File: config.mk
export PLATFORM = sky130hd
export DESIGN_NAME = core_sequencer
export DESIGN_NICKNAME = d
export VERILOG_FILES = /design/src/rtl/core_sequencer.sv
export SDC_FILE = /design/constraint.sdc
export NUM_CORES = 1
export LEC_CHECK = 0
export CAP_MARGIN = 20
export CORE_MARGIN = 1.5
export CORE_UTILIZATION = 30
export CTS_CLUSTER_DIAMETER = 120
export DETAILED_ROUTE_END_ITERATION = 16
export DONT_BUFFER_PORTS = 1
export PLACE_DENSITY = 0.49
export SYNTH_ARGS = -nofsm -noshare
export SYNTH_HDL_FRONTEND = slang
export SYNTH_SLANG_ARGS = --single-unit
export TNS_END_PERCENT = 5
File: constraint.sdc
create_clock -name clk -period 2.5 [get_ports clk]
set_input_delay 0.5 -clock clk [delete_from_list [all_inputs] [get_ports clk]]
set_output_delay 0.5 -clock clk [all_outputs]
set_load 0.005 [all_outputs]
File: src/rtl/core_sequencer.sv
// core_sequencer: multi-cycle FETCH/EXECUTE/MEM/WB/TRAP control for a simple core.
// Define CORE_SEQ_TIMEOUT_EN to trap memory accesses that wait too long for mem_ack.
module core_sequencer #(
    parameter int              XLEN           = 32,
    parameter logic [XLEN-1:0] RESET_VECTOR   = '0,
    parameter int              TIMEOUT_CYCLES = 16
) (
    input  logic            clk,
    input  logic            reset_n,
    output logic            mem_req,
    output logic            mem_we,
    output logic [XLEN-1:0] mem_addr,
    output logic [XLEN-1:0] mem_wdata,
    input  logic [XLEN-1:0] mem_rdata,
    input  logic            mem_ack,
    input  logic            mem_err,
    output logic [31:0]     instr,
    input  logic            dec_load,
    input  logic            dec_store,
    input  logic            dec_branch,
    input  logic            dec_wb,
    input  logic            dec_illegal,
    input  logic [XLEN-1:0] alu_result,
    input  logic            branch_taken,
    input  logic [XLEN-1:0] rs2_data,
    output logic            rf_we,
    output logic [XLEN-1:0] rf_wdata,
    output logic [XLEN-1:0] pc,
    output logic            trap,
    output logic [1:0]      trap_cause,
    output logic            retire
);

    typedef enum logic [2:0] {
        FETCH,
        EXECUTE,
        MEM,
        WB,
        TRAP
    } state_e;

    localparam logic [31:0] NOP    = 32'h0000_0013;
    localparam logic [1:0]  C_ILL  = 2'd1;
    localparam logic [1:0]  C_MERR = 2'd2;
    localparam logic [1:0]  C_TMO  = 2'd3;

    if (XLEN < 32 || (XLEN % 8) != 0 || TIMEOUT_CYCLES < 1) begin : g_bad_param
        $error("core_sequencer: unsupported parameter values");
    end

    state_e          state_q, state_d;
    logic [XLEN-1:0] pc_q, pc_d;
    logic [XLEN-1:0] addr_q, addr_d;
    logic [XLEN-1:0] wdata_q, wdata_d;
    logic [XLEN-1:0] rf_wdata_q, rf_wdata_d;
    logic [31:0]     instr_q, instr_d;
    logic            req_q, req_d;
    logic            we_q, we_d;
    logic            rf_we_q, rf_we_d;
    logic            trap_q, trap_d;
    logic            retire_q, retire_d;
    logic [1:0]      cause_q, cause_d;

    logic            trap_now;
    logic [1:0]      trap_code;
    logic            drop;
    logic            tmo;
    logic            wb_we;

    assign wb_we = dec_wb & ~dec_store & ~dec_branch;

`ifdef CORE_SEQ_TIMEOUT_EN
    localparam int CW = $clog2(TIMEOUT_CYCLES + 1);

    logic [CW-1:0] cnt_q, cnt_d;

    // Counter is zero whenever no access is outstanding.
    always_comb begin
        cnt_d = '0;
        if (req_q && !mem_ack) begin
            cnt_d = cnt_q + 1'b1;
        end
    end

    assign tmo = req_q && !mem_ack &&
                 (cnt_q == CW'(TIMEOUT_CYCLES - 1));

    always_ff @(posedge clk or negedge reset_n) begin
        if (!reset_n) begin
            cnt_q <= '0;
        end else begin
            cnt_q <= cnt_d;
        end
    end
`else
    assign tmo = 1'b0;
`endif

    always_comb begin
        state_d    = state_q;
        pc_d       = pc_q;
        addr_d     = addr_q;
        wdata_d    = wdata_q;
        instr_d    = instr_q;
        req_d      = req_q;
        we_d       = we_q;
        cause_d    = cause_q;
        rf_we_d    = 1'b0;
        rf_wdata_d = '0;
        trap_d     = 1'b0;
        retire_d   = 1'b0;
        trap_now   = 1'b0;
        trap_code  = 2'd0;
        drop       = 1'b0;

        unique case (state_q)
            FETCH: begin
                // First cycle out of reset: start the fetch.
                if (!req_q) begin
                    req_d  = 1'b1;
                    addr_d = pc_q;
                end else if (tmo) begin
                    trap_now  = 1'b1;
                    trap_code = C_TMO;
                end else if (mem_ack) begin
                    if (mem_err) begin
                        trap_now  = 1'b1;
                        trap_code = C_MERR;
                    end else begin
                        instr_d = mem_rdata[31:0];
                        state_d = EXECUTE;
                        drop    = 1'b1;
                    end
                end
            end
            EXECUTE: begin
                if (dec_illegal) begin
                    trap_now  = 1'b1;
                    trap_code = C_ILL;
                end else if (dec_load || dec_store) begin
                    state_d = MEM;
                    req_d   = 1'b1;
                    addr_d  = alu_result;
                    we_d    = dec_store;
                    wdata_d = rs2_data;
                end else begin
                    state_d    = WB;
                    rf_we_d    = wb_we;
                    rf_wdata_d = alu_result;
                    retire_d   = 1'b1;
                end
            end
            MEM: begin
                if (tmo) begin
                    trap_now  = 1'b1;
                    trap_code = C_TMO;
                end else if (mem_ack) begin
                    if (mem_err) begin
                        trap_now  = 1'b1;
                        trap_code = C_MERR;
                    end else begin
                        state_d    = WB;
                        drop       = 1'b1;
                        rf_we_d    = wb_we;
                        rf_wdata_d = dec_load ? mem_rdata : alu_result;
                        retire_d   = 1'b1;
                    end
                end
            end
            WB: begin
                pc_d    = (dec_branch && branch_taken) ?
                          alu_result : pc_q + XLEN'(4);
                state_d = FETCH;
                req_d   = 1'b1;
                addr_d  = pc_d;
                we_d    = 1'b0;
                wdata_d = '0;
            end
            TRAP: begin
                state_d = FETCH;
                req_d   = 1'b1;
                addr_d  = RESET_VECTOR;
                we_d    = 1'b0;
                wdata_d = '0;
            end
            default: begin
                state_d = FETCH;
                drop    = 1'b1;
            end
        endcase

        if (trap_now) begin
            state_d  = TRAP;
            trap_d   = 1'b1;
            cause_d  = trap_code;
            pc_d     = RESET_VECTOR;
            drop     = 1'b1;
            rf_we_d  = 1'b0;
            retire_d = 1'b0;
        end

        // An idle bus drives zeros on address, strobe and data.
        if (drop) begin
            req_d   = 1'b0;
            we_d    = 1'b0;
            addr_d  = '0;
            wdata_d = '0;
        end
    end

    always_ff @(posedge clk or negedge reset_n) begin
        if (!reset_n) begin
            state_q    <= FETCH;
            pc_q       <= RESET_VECTOR;
            addr_q     <= '0;
            wdata_q    <= '0;
            instr_q    <= NOP;
            req_q      <= 1'b0;
            we_q       <= 1'b0;
            cause_q    <= 2'd0;
            rf_we_q    <= 1'b0;
            rf_wdata_q <= '0;
            trap_q     <= 1'b0;
            retire_q   <= 1'b0;
        end else begin
            state_q    <= state_d;
            pc_q       <= pc_d;
            addr_q     <= addr_d;
            wdata_q    <= wdata_d;
            instr_q    <= instr_d;
            req_q      <= req_d;
            we_q       <= we_d;
            cause_q    <= cause_d;
            rf_we_q    <= rf_we_d;
            rf_wdata_q <= rf_wdata_d;
            trap_q     <= trap_d;
            retire_q   <= retire_d;
        end
    end

    assign mem_req    = req_q;
    assign mem_we     = we_q;
    assign mem_addr   = addr_q;
    assign mem_wdata  = wdata_q;
    assign instr      = instr_q;
    assign rf_we      = rf_we_q;
    assign rf_wdata   = rf_wdata_q;
    assign pc         = pc_q;
    assign trap       = trap_q;
    assign trap_cause = cause_q;
    assign retire     = retire_q;

endmodule

==> results of run 1 <==
per-layer routing:
metal	part of all wire (%)	vias up	GRT usage, %
met5	0	-	0
li1	-	2855	-
met4	1.4	0	5.05
met1	42	3179	25.4
met3	10	17	8.56
met2	47	270	32.6
final timing paths:
path / start / to / depth (start not counted)
max: state_q[1] / mem_wdata[10] / 6
min: reset_n / mem_wdata[2] / 0
max reg2reg: state_q[1] / mem_wdata[10] / 6
min reg2reg: trap_cause[1] / trap_cause[1] / 2
max in group asynchronous: reset_n / instr[4] / 0
min in group clk: alu_result[18] / rf_wdata[18] / 1
per-stage QoR:
step	util (%)	total power, mW	cell area, um^2
2_1_floorplan	-	6.31	8120
3_3_place_gp	32.5	7.40	8680
3_5_place_dp	32.5	7.44	8680
4_1_cts	34.6	10.2	9260
5_1_grt	34.6	10.7	9260
6_report	34.6	10.0	9260
kinds of logic (layout without fill, tap and decap cells):
group           Yosys count  after routing
mux                      32             32
flops                   170            170
xor+xnor                 24             24
fa+ha+maj                 1              1
compound gates          253            253
simple gates            221            221
buf+inv                  70             87
layout by cell type (no fill, tap or decap), types with 6 or more instances in the layout:
| cell | n |
|---|---|
| a221oi_1 | 12 |
| and3_1 | 8 |
| nor2_1 | 78 |
| mux2_2 | 32 |
| clkbuf_16 | 17 |
| xnor2_1 | 20 |
| nor3_1 | 18 |
| o31ai_1 | 6 |
| a22oi_1 | 8 |
| o22ai_1 | 6 |
| o21ai_0 | 29 |
| dfrtp_1 | 167 |
| nand3_1 | 20 |
| nand2_1 | 57 |
| a22o_1 | 68 |
| o211ai_1 | 7 |
| a211oi_1 | 19 |
| inv_1 | 6 |
| a21oi_1 | 58 |
| buf_4 | 43 |
critical path, stage by stage, from the launching register on:
cell and delay (ns):
dfrtp_1 0.57, or2_1 0.37, a32oi_4 0.26, o21ai_2 0.26
nor4_4 0.20, buf_4 0.35, a22o_1 0.19
layout make-up:
class	count	share of cell area, %
Tap cell	341	4.61
Clock inverter	13	1.49
Timing Repair Buffer	48	4.57
Sequential cell	170	46.0
Inverter	8	0.324
Multi-Input combinational cell	531	38.3
Clock buffer	18	4.74
power by group through the flow:
stage          Clock (mW)  Combinational (mW)  Sequential [mW]
5_1_grt              2.87                3.45             4.35
3_5_place_dp            0                3.11             4.32
3_3_place_gp            0                3.09             4.31
6_report             2.67                3.13             4.24
2_1_floorplan           0                2.28             4.03
4_1_cts              2.75                3.13             4.27
state kept, by name (all words and copies together), names as in the netlist, 2 cells and up:
register    count
instr          32
mem_addr       32
mem_wdata      32
pc             32
rf_wdata       32
state_q         3
trap_cause      2
==> metrics, run 1 <==
status=finished, violations left; failing checks=negative hold slack; Setup-failing EPs final=0; 1st-iter DRT viols=476; setup TNS=0 ns; Final Non-Filler Cells=1129; area delta synth->final=14.0%; Routed Antenna Nets=0; most frequent cell after synthesis=dfrtp_1; io pins=273; Syn Inst Count=771; Avg WL per Cell=25.1 um; EDFF count, synth=0; max-cap viol count=0; row count=60; full die area=28100 um^2; pwr/cell area=1080 nW/um^2; syn nets=878; gr usage total=20.4%; internal power=6.23 mW; chip width=168 um; Yosys warnings=0; initial antenna violation count=0; crit path kind=register to register; Synth Area in XOR/XNOR=2.59%; setup ws final=0.219 ns; combinational family with the most area after synthesis=compound AO/OA/AOI/OAI gates; fmax=438 MHz; arrival time worst endpoint=2.63 ns; Hold Crit Class=primary input to asynchronous set/reset pin; Setup crit end kind=register; syn avg cell area=10.5 um^2; VDD IR max=0.000500 V; Least-Margin Pin Slew=0.766 ns; worst skew pair latency=0.43 ns; fillers=2699; LEAKAGE=3.94 nW; Net Sw Frac=38.0%; top_reg_cell synth=dfrtp_1; Final Skew=0.0124 ns; CP required=2.85 ns; Starting Density=30.4%; Post-Synth Adder-Cell Area=0.154%; Placement Setup Slack=0.230 ns; sequential power share=42.3%; Final Max Tran Viols=0; area of the multi-input gates=3550 um^2; R2R Setup Slk=0.22 ns; CTS tree=built; Clock Tree Root=clkbuf_16; Synth top area share=51.5%; pin count of the biggest net entering global routing=171; hpwl dp=19.9 mm; fin crit share=91.2%; library cells used by synthesis=68; Synth Cell Area=8120 um^2; Final GP Congestion=0.801; synth cell count leaders=dfrtp_1, nor2_1, a22o_1, a21oi_1, nand2_1; CTS Buffer Depth=2; CP Max Fanout=33; via/cell ratio=5.60; # nets final=883; DRC violations left=0; Final Hold Viols=167; clock period minus worst slack=2.28 ns; CTS Buf Count=17; CTS resizes=0; post-synthesis sequential area ratio=52.4%; Synth area leader=dfrtp_1; Reg area=4260 um^2; number of global-route vias before repair=6259; clock share of power=26.5%; Std-Cell Core Area=26700 um^2; TritonRoute pass-1 iters=5; mux share of post-synthesis cell area=4.44%; Synth Register Bits=170; post-synthesis compound-gate area fraction=22.5%; DR vias=6321; simple-gate share of the synthesized area=13.7%; dpl cells=1098; Synth async-reset ratio=100%; Vert. Die Dim=168 um; hold_ws=-0.228 ns; PortBufs=0; share of post-route cells with drive strength above 1=17.4%; P_sw=3.81 mW; first-pass GRT wire length=42.9 mm; Synth area leaders=dfrtp_1, a22o_1, mux2_2; WL final=28.4 mm; relative slew slack=48.9%; total congestion overflow=0; Inserted Diodes=0; post-CTS setup buffer count=0; H-tree depth=4; RSZ-0062 raised after global routing=false; CTS sink cnt=170; Comb power frac=31.2%; Critical Path Source Type=register; Worst-path clk slew=0.07 ns
(Power assumes the default switching activity.)
==> run 2, diff against run 1 <==
--- a/config.mk
+++ b/config.mk
@@ -11,6 +11,7 @@
 export CTS_CLUSTER_DIAMETER = 120
 export DETAILED_ROUTE_END_ITERATION = 16
 export DONT_BUFFER_PORTS = 1
+export MAX_ROUTING_LAYER = met4
 export PLACE_DENSITY = 0.49
 export SYNTH_ARGS = -nofsm -noshare
 export SYNTH_HDL_FRONTEND = slang
==> run 2 against run 1 <==
The flow still finishes with violations (negative hold slack). Via count is essentially flat. Sequential power about the same. Hold slack better by 0.00054 ns. Clock skew hardly changed. Core utilization is the same. Register-to-register slack is essentially flat. Critical path depth is the same. Setup slack better by 0.010 ns. First-iteration DRC count up 11%. Global-route usage grew 0.61 points. Routed wire length about the same.
==> metrics, run 2 (synthesis results as in run 1) <==
number of global-route vias before repair=6244 (-0.24%); H-tree depth=4 (unchanged); chip width=168 um (unchanged); PortBufs=0 (unchanged); Final GP Congestion=0.813 (+1.5%); io pins=273 (unchanged); hold_ws=-0.228 ns (+0.000535 ns); worst reg2reg path depth=6 (unchanged); initial antenna violation count=0 (unchanged); Clock Tree Root=clkbuf_16; 1st-iter DRT viols=528 (+11%); via/cell ratio=5.59 (about the same); Setup-failing EPs final=0 (unchanged); Final Skew=0.0128 ns (+0.000414 ns); DR vias=6316 (-0.079%); worst r2r src=state_q[1]; Hold Crit Class=primary input to asynchronous set/reset pin; most common cell after layout, fill and taps aside=dfrtp_1; share of post-route cells with drive strength above 1=17.4% (unchanged); Critical Path Source Type=register; setup ws final=0.229 ns (+0.0103 ns); fmax=440 MHz (+0.46%); relative slew slack=48.6% (-0.37 points); gr usage total=21.0% (+0.61 points); row count=60 (unchanged); Vert. Die Dim=168 um (unchanged); worst skew pair latency=0.43 ns (about the same); Final Max Tran Viols=0 (unchanged); Avg WL per Cell=25.1 um (about the same); total congestion overflow=0 (unchanged); RSZ-0062 raised after global routing=false; post-CTS setup buffer count=0 (unchanged); Setup crit end kind=register; R2R Setup Slk=0.23 ns (about the same); Routed Antenna Nets=0 (unchanged); Final Non-Filler Cells=1129 (unchanged); area delta synth->final=14.0% (unchanged); Starting Density=30.4% (unchanged); # nets final=883 (unchanged); DRC violations left=0 (unchanged); fin crit share=90.8% (-0.41 points); CTS tree=built; Worst-path clk slew=0.07 ns (about the same); status=finished, violations left; Least-Margin Pin Slew=0.771 ns (+0.00561 ns); failing checks=negative hold slack; pwr/cell area=1090 nW/um^2 (about the same); CTS resizes=0 (unchanged); CTS Buffer Depth=2 (unchanged); CTS sink cnt=170 (unchanged); Std-Cell Core Area=26700 um^2 (unchanged); Area after DPL=8680 um^2 (unchanged); max-cap viol count=0 (unchanged); Placement Setup Slack=0.230 ns (unchanged); clock period minus worst slack=2.27 ns (-0.0103 ns); CP Max Fanout=33 (unchanged); Pwr Total=10.1 mW (about the same); CTS Buf Count=17 (unchanged); reg2reg end=mem_wdata[10]; Final Cell Area=9260 um^2 (unchanged); crit path kind=register to register; pin count of the biggest net entering global routing=171 (unchanged); Final Hold Viols=167 (unchanged); CP required=2.85 ns (about the same); Inserted Diodes=0 (unchanged); LEAKAGE=3.94 nW (unchanged); hpwl dp=19.9 mm (unchanged); VDD IR max=0.000502 V (+0.28%); final core occ=34.6% (unchanged); full die area=28100 um^2 (unchanged); arrival time worst endpoint=2.62 ns (about the same); fillers=2699 (unchanged); first-pass GRT wire length=42.9 mm (+0.11%); WL final=28.3 mm (about the same); setup TNS=0 ns (unchanged); most frequent cells in the layout=dfrtp_1, nor2_1, a22o_1; TritonRoute pass-1 iters=5 (unchanged); dpl cells=1098 (unchanged)
-- run 2: cell counts in the layout (fill, tap and decap cells not counted) --
No cell type changed its count.
-- run 2: critical path, cell delays in order, from the launching register on --
cell	delay (ns)
dfrtp_1	0.56
or2_1	0.36
a32oi_4	0.26
o21ai_2	0.26
nor4_4	0.20
buf_4	0.35
a22o_1	0.19
-- run 2: routing by layer --
metal,vias to the layer above,share of wire [%],GRT usage (%),wire length [um]
met5,-,0,-,0
met4,0,1.5,5.17,414
met2,267,47,32.7,13200
met3,17,10,8.20,2830
li1,2863,-,-,-
met1,3169,42,25.4,11900
-- run 2: final cells by class --
class                   instances  area, um^2  area share, %
well taps                     341         427           4.61
inverters                       8        30.0          0.324
repair buffers                 48         423           4.57
flip-flops and latches        170        4260           46.0
clock buffers                  18         439           4.74
clock inverters                13         138           1.49
multi-input cells             531        3550           38.3
-- run 2: report_power, final --
part / total (mW) / internal [mW] / switching [mW]
clock: 2.67 / 1.43 / 1.24
sequential: 4.25 / 3.51 / 0.733
combinational: 3.14 / 1.29 / 1.85
total: 10.1 / 6.23 / 3.82
-- run 2: how the worst max path moves through the flow --
stage / from / to / cells past startpoint
2_1_floorplan: pc[3] / mem_addr[26] / 7
3_3_place_gp: state_q[1] / mem_wdata[0] / 6
3_5_place_dp: state_q[1] / mem_wdata[10] / 6
4_1_cts: state_q[1] / mem_wdata[10] / 6
5_1_grt: state_q[1] / mem_wdata[1] / 6
6_report: state_q[1] / mem_wdata[10] / 6
